<file path="src/rtl/wb_dma_pkg.sv">
// Shared types and defaults for the byte-wide Wishbone DMA initiator.
package wb_dma_pkg;

    typedef enum logic [2:0] {
        S_IDLE = 3'd0,
        S_RD   = 3'd1,
        S_RGAP = 3'd2,
        S_WR   = 3'd3,
        S_WGAP = 3'd4,
        S_FIN  = 3'd5
    } state_t;

    localparam int DEF_ADDR_W = 16;
    localparam int DEF_LEN_W  = 10;
    localparam int DEF_TMO    = 255;

endpackage

</file>
<file path="src/rtl/wbm_watchdog.sv">
// Access watchdog: counts cycles spent waiting for an ACK.
module wbm_watchdog #(
    parameter int TMO = 255
) (
    input  logic clk,
    input  logic rst,
    input  logic clr,
    input  logic en,
    output logic expired
);

    localparam int CW = $clog2(TMO + 1);
    localparam logic [CW-1:0] LIM = CW'(TMO - 1);

    logic [CW-1:0] r_cnt;

    // Saturates at the limit so a stalled access keeps reporting expiry.
    always_ff @(posedge clk or posedge rst) begin
        if (rst) begin
            r_cnt <= '0;
        end else if (clr) begin
            r_cnt <= '0;
        end else if (en && r_cnt != LIM) begin
            r_cnt <= r_cnt + CW'(1);
        end
    end

    assign expired = en && (r_cnt == LIM);

endmodule

</file>
<file path="src/rtl/wb_dma_master.sv">
// Wishbone classic byte-copy initiator: one read then one write per byte.
module wb_dma_master
    import wb_dma_pkg::*;
#(
    parameter int ADDR_W = DEF_ADDR_W,
    parameter int LEN_W  = DEF_LEN_W,
    parameter int TMO    = DEF_TMO
) (
    input  logic              clk,
    input  logic              rst,
    input  logic              start,
    input  logic [ADDR_W-1:0] src,
    input  logic [ADDR_W-1:0] dst,
    input  logic [LEN_W-1:0]  len,
    input  logic              abort,
    output logic              busy,
    output logic              done,
    output logic              err,
    output logic [LEN_W-1:0]  remain,
    output logic [ADDR_W-1:0] WB_ADRo,
    output logic [7:0]        WB_DATo,
    input  logic [7:0]        WB_DATi,
    output logic              WB_WEo,
    output logic              WB_CYCo,
    output logic              WB_STBo,
    input  logic              WB_ACKi
);

    state_t r_state;
    state_t w_next;

    logic [ADDR_W-1:0] r_src;
    logic [ADDR_W-1:0] r_dst;
    logic [ADDR_W-1:0] r_adr;
    logic [LEN_W-1:0]  r_remain;
    logic [7:0]        r_buf;
    logic              r_busy;
    logic              r_done;
    logic              r_err;
    logic              r_cyc;
    logic              r_we;

    logic w_accept;
    logic w_active;
    logic w_ack;
    logic w_expired;
    logic w_tmo;

    assign w_accept = start && !r_busy && (r_state == S_IDLE);
    assign w_active = (r_state == S_RD) || (r_state == S_WR);
    assign w_ack    = WB_ACKi && w_active;
    assign w_tmo    = w_expired && !w_ack;

    wbm_watchdog #(
        .TMO(TMO)
    ) u_wdg (
        .clk    (clk),
        .rst    (rst),
        .clr    (w_next != r_state),
        .en     (w_active),
        .expired(w_expired)
    );

    always_ff @(posedge clk or posedge rst) begin
        if (rst) begin
            r_state <= S_IDLE;
        end else begin
            r_state <= w_next;
        end
    end

    // An ACK on the abort/timeout cycle still completes the access.
    always_comb begin
        w_next = r_state;
        unique case (r_state)
            S_IDLE: begin
                if (w_accept) begin
                    w_next = (len == '0) ? S_FIN : S_RD;
                end
            end
            S_RD: begin
                if (w_ack) begin
                    w_next = abort ? S_FIN : S_RGAP;
                end else if (abort || w_tmo) begin
                    w_next = S_FIN;
                end
            end
            S_RGAP: w_next = abort ? S_FIN : S_WR;
            S_WR: begin
                if (w_ack) begin
                    w_next = abort ? S_FIN : S_WGAP;
                end else if (abort || w_tmo) begin
                    w_next = S_FIN;
                end
            end
            S_WGAP: w_next = (abort || r_remain == '0) ? S_FIN : S_RD;
            S_FIN:  w_next = S_IDLE;
            default: w_next = S_IDLE;
        endcase
    end

    always_ff @(posedge clk or posedge rst) begin
        if (rst) begin
            r_src    <= '0;
            r_dst    <= '0;
            r_adr    <= '0;
            r_remain <= '0;
            r_buf    <= '0;
            r_busy   <= 1'b0;
            r_done   <= 1'b0;
            r_err    <= 1'b0;
            r_cyc    <= 1'b0;
            r_we     <= 1'b0;
        end else begin
            r_done <= (r_state == S_FIN);
            r_cyc  <= (w_next == S_RD) || (w_next == S_WR);
            r_we   <= (w_next == S_WR);
            if (w_accept) begin
                r_src    <= src;
                r_dst    <= dst;
                r_remain <= len;
                r_err    <= 1'b0;
                r_busy   <= 1'b1;
            end else if (r_done) begin
                r_busy <= 1'b0;
            end
            if (r_state == S_RD && w_ack) begin
                r_buf <= WB_DATi;
            end
            if (r_state == S_WR && w_ack) begin
                r_src    <= r_src + ADDR_W'(1);
                r_dst    <= r_dst + ADDR_W'(1);
                r_remain <= r_remain - LEN_W'(1);
            end
            if (w_tmo) begin
                r_err <= 1'b1;
            end
            // Address only moves on access entry, so it is steady under STB.
            if (w_next == S_RD && r_state != S_RD) begin
                r_adr <= (r_state == S_IDLE) ? src : r_src;
            end
            if (w_next == S_WR && r_state != S_WR) begin
                r_adr <= r_dst;
            end
        end
    end

    assign busy    = r_busy;
    assign done    = r_done;
    assign err     = r_err;
    assign remain  = r_remain;
    assign WB_ADRo = r_adr;
    assign WB_DATo = r_buf;
    assign WB_WEo  = r_we;
    assign WB_CYCo = r_cyc;
    assign WB_STBo = r_cyc;

endmodule

</file>
<file path="config.mk">
export PLATFORM = sky130hd
export DESIGN_NAME = wb_dma_master
export DESIGN_NICKNAME = d
export VERILOG_FILES = /design/src/rtl/wb_dma_pkg.sv /design/src/rtl/wbm_watchdog.sv /design/src/rtl/wb_dma_master.sv
export SDC_FILE = /design/constraint.sdc
export NUM_CORES = 1
export LEC_CHECK = 0
export CAP_MARGIN = 20
export CORE_ASPECT_RATIO = 0.8
export CORE_UTILIZATION = 35
export CTS_BUF_LIST = sky130_fd_sc_hd__clkbuf_4 sky130_fd_sc_hd__clkbuf_8
export CTS_CLUSTER_SIZE = 40
export DETAILED_ROUTE_END_ITERATION = 6
export GPL_TIMING_DRIVEN = 0
export PLACE_DENSITY = 0.66
export SLEW_MARGIN = 20
export SYNTH_ARGS = -nofsm -noshare
export SYNTH_HDL_FRONTEND = slang
export SYNTH_SLANG_ARGS = --single-unit
</file>
<file path="constraint.sdc">
create_clock -name clk -period 5.8 [get_ports clk]
set_input_delay 1.16 -clock clk [delete_from_list [all_inputs] [get_ports clk]]
set_output_delay 1.16 -clock clk [all_outputs]
set_load 0.005 [all_outputs]
</file>
==> results of run 1 <==
==> cell usage in the layout (no fill, tap or decap), drive strengths merged, types with 7 or more instances in the layout <==
cell type,n
clkdlybuf4s50,93
a211oi,7
nor2,47
dfrtp,82
buf,13
nand3,18
clkbuf,26
o22ai,8
nand2,63
inv,13
a21oi,17
mux2i,15
o21ai,35
nand4,12
nor3,14
mux2,24
==> sequential cells by signal, summed over array words and instances, names as in the netlist <==
name and cells:
WB_ADRo 16, WB_DATo 8, busy 1, WB_WEo 1, remain 10, err 1
r_dst 16, done 1, WB_CYCo 1, u_wdg.r_cnt 8, r_state 3, r_src 16
==> critical path, cell delays in order <==
cell	delay, ns
clkdlybuf4s50_1	0.49
nand2b_1	0.16
nor3_1	0.35
nand4_1	0.15
o311a_1	0.22
nand4_4	0.16
buf_6	0.20
mux2_4	0.31
==> logic make-up after synthesis <==
group | synth area share [%]
adders and majority gates | 1.40
and+or+nand+nor | 20.4
xor gates and xnor gates | 1.57
buffers and inverters | 3.64
AOI/OAI and AO/OA | 16.8
DFF | 46.0
muxes | 10.3
==> power groups by stage <==
stage	clock network [µW]	logic (µW)	registers (µW)
floorplan	0	860	1020
global placement	0	1340	1060
detailed placement	0	1370	1070
CTS	401	1380	1060
global route	421	1510	1110
finish	389	1370	1070
==> cell type report <==
class	instances	area, µm²	share of cell area (%)
Buffer	24	114	1.96
Tap cell	171	214	3.68
Timing Repair Buffer	94	958	16.5
Clock buffer	14	168	2.88
Sequential cell	82	2050	35.3
Inverter	13	51.3	0.882
Clock inverter	2	12.5	0.215
Multi-Input combinational cell	347	2250	38.6
==> worst paths after layout <==
| kind | cells after the start | to |
|---|---|---|
| setup reg to reg | 8 | r_src[15] |
| max in group asynchronous | 3 | r_dst[8] |
| hold reg to reg | 1 | busy |
| min in group asynchronous | 2 | r_src[4] |
| setup / recovery | 8 | WB_ADRo[10] |
| hold / removal | 1 | busy |
==> metrics by stage <==
step | setup WS (ns) | util, % | power, µW | instance area [µm²]
6_report | 2.83 | 47.3 | 2830 | 5820
5_1_grt | 2.76 | 47.3 | 3030 | 5820
4_1_cts | 2.88 | 47.3 | 2840 | 5820
3_5_place_dp | 2.50 | 45.8 | 2440 | 5640
3_3_place_gp | 1.11 | 45.6 | 2400 | 5610
2_1_floorplan | 2.53 | - | 1880 | 4460
==> routing by layer <==
| metal | track usage [%] | share of wire, % | vias up |
|---|---|---|---|
| met5 | 0 | 0 | - |
| met4 | 7.51 | 1.7 | 0 |
| met3 | 4.46 | 6.6 | 20 |
| met2 | 32.2 | 44 | 156 |
| met1 | 28.4 | 48 | 1968 |
| li1 | - | - | 1924 |
==> impl_metrics.yaml, run 1 <==
die:
  dieArea_mm2: 0.0132
  fp.dieH_um: 103
  io_pins: 95
  start_util_pct: 36.3
  fp.dieW_um: 128
  rows: 36
  core_mm2: 0.0123
timing:
  fin_worst_skew_ns: 0.0100
  slew_headroom_pct: 50.3
  timing.fmax_ghz: 0.337
  setup_violations: 0
  maxSlewViolCount: 0
  rsz0062_at_grt: "no"
  hold_ws_ns: 0.459
  fin_crit_sh_pct: 51.1
  worst_pin_slew_ns: 0.743
  min_period_ns: 2.97
  setup_tns_ns: 0
  hold_violations: 0
hold_path:
  hp-class: "reg -> reg"
  min_from: "done"
synth:
  ys_warn_count: 0
  synth_top_cells_by_count: "82 x dfrtp_1, 63 x nand2_1, 46 x nor2_1"
  synth.area.top_cells: "dfrtp_1 46%, nand2_1 5.3%, nor2_1 3.9%, o21ai_0 3.8%, mux2_2 3.5%"
  synth_seq_cells: 82
  yosys.area.top_type: "dfrtp_1"
  syn_nets: 526
  ys_seq_area_share_pct: 46.0
  netlist_area_mm2: 0.00446
  yosys.cell_count.top_type: "dfrtp_1"
  synth_area_per_cell_um2: 9.58
  syn-instance-count: 466
  async_flop_share_pct: 100
  synth_edf_count: 0
  synth_top_area_share_pct: 46.0
  ys_types: 59
  synth_ff_type: "dfrtp_1"
global_routing:
  grt_max_degree: 55
  overflow: 0
  grt_pass1_vias: 3843
  grt_pass1_wl_mm: 20.4
  grt.total_usage_pct: 20.7
  antenna_found_initial: 0
placed_design:
  dp.final_hpwl_mm: 9.57
  place.gp.congestion: 0.927
  port_buffers: 93
  dp_cells: 731
pwr:
  p_switching_uw: 1070
  sequentialPowerShare_pct: 37.8
  p_per_area_mw_per_mm2: 486
  power_frac_clock_pct: 13.7
  ir_drop_mv: 0.185
  sw_frac_of_total_pct: 37.7
  power_frac_comb_pct: 48.5
  power_leakage_uw: 0.00230
  internal-power_uw: 1760
finish:
  n_antenna_cell: 0
  drive_gt1_share_pct: 12.2
  fillerInstances: 1144
  fin_nets: 631
  area_growth_pct: 30.4
  fin_cells: 747
worst_setup_path:
  critPathArrivalTime_ns: 3.22
  crit_fanout: 10
  cp-startpoint: "start"
  rrSetupSlack_ns: 3.34
  required_ns: 6.05
  end_kind: "flip-flop"
  criticalPathCategory: "in -> reg"
  r2r-start: "r_state[2]"
  crit_path_start_kind: "primary input"
clock_tree:
  clock_sinks: 82
  insertion_delay_ns: 0.37
  post_cts_resized: 0
  cts_tree: "built"
  cts.path.max_buffers: 2
  cts_setup_buffers: 0
  cts_hold_buf: 0
  h-tree-depth: 3
  path_clk_slew_ns: 0.08
  cts-root-buf: "clkbuf_8"
  numCtsBuffers: 9
route:
  drtPass1Iterations: 5
  vias_per_cell: 5.45
  dr_total_vias: 4068
  avgRoutedWirePerCell_um: 17.3
  drc_errors: 0
  drt-total-wl_mm: 12.9
  ant_nets: 0
  first_iter_violations: 235
outcome:
  status: "complete, no violations"
flow_run:
  maxCapViolCount: 0
No activity file was read; power rests on OpenSTA's default activity.
==> inputs of run 2 (changes only) <==
Clock period 5.8 ns to 2.75 ns, I/O delays scaled along.
==> results of run 2 <==
The final DEF is identical to that of run 1. Status: complete, no violations.
Among the figures that moved: setup slack after placement 2.50 ns -> 0.0610 ns; setup slack after layout 2.83 ns -> 0.291 ns; start point of the critical path start -> r_state[2]; end point of the critical path WB_ADRo[10] -> r_src[15]; register-to-register setup slack 3.34 ns -> 0.29 ns; total power 2830 µW -> 5960 µW; worst IR drop on VDD 0.185 mV -> 0.390 mV
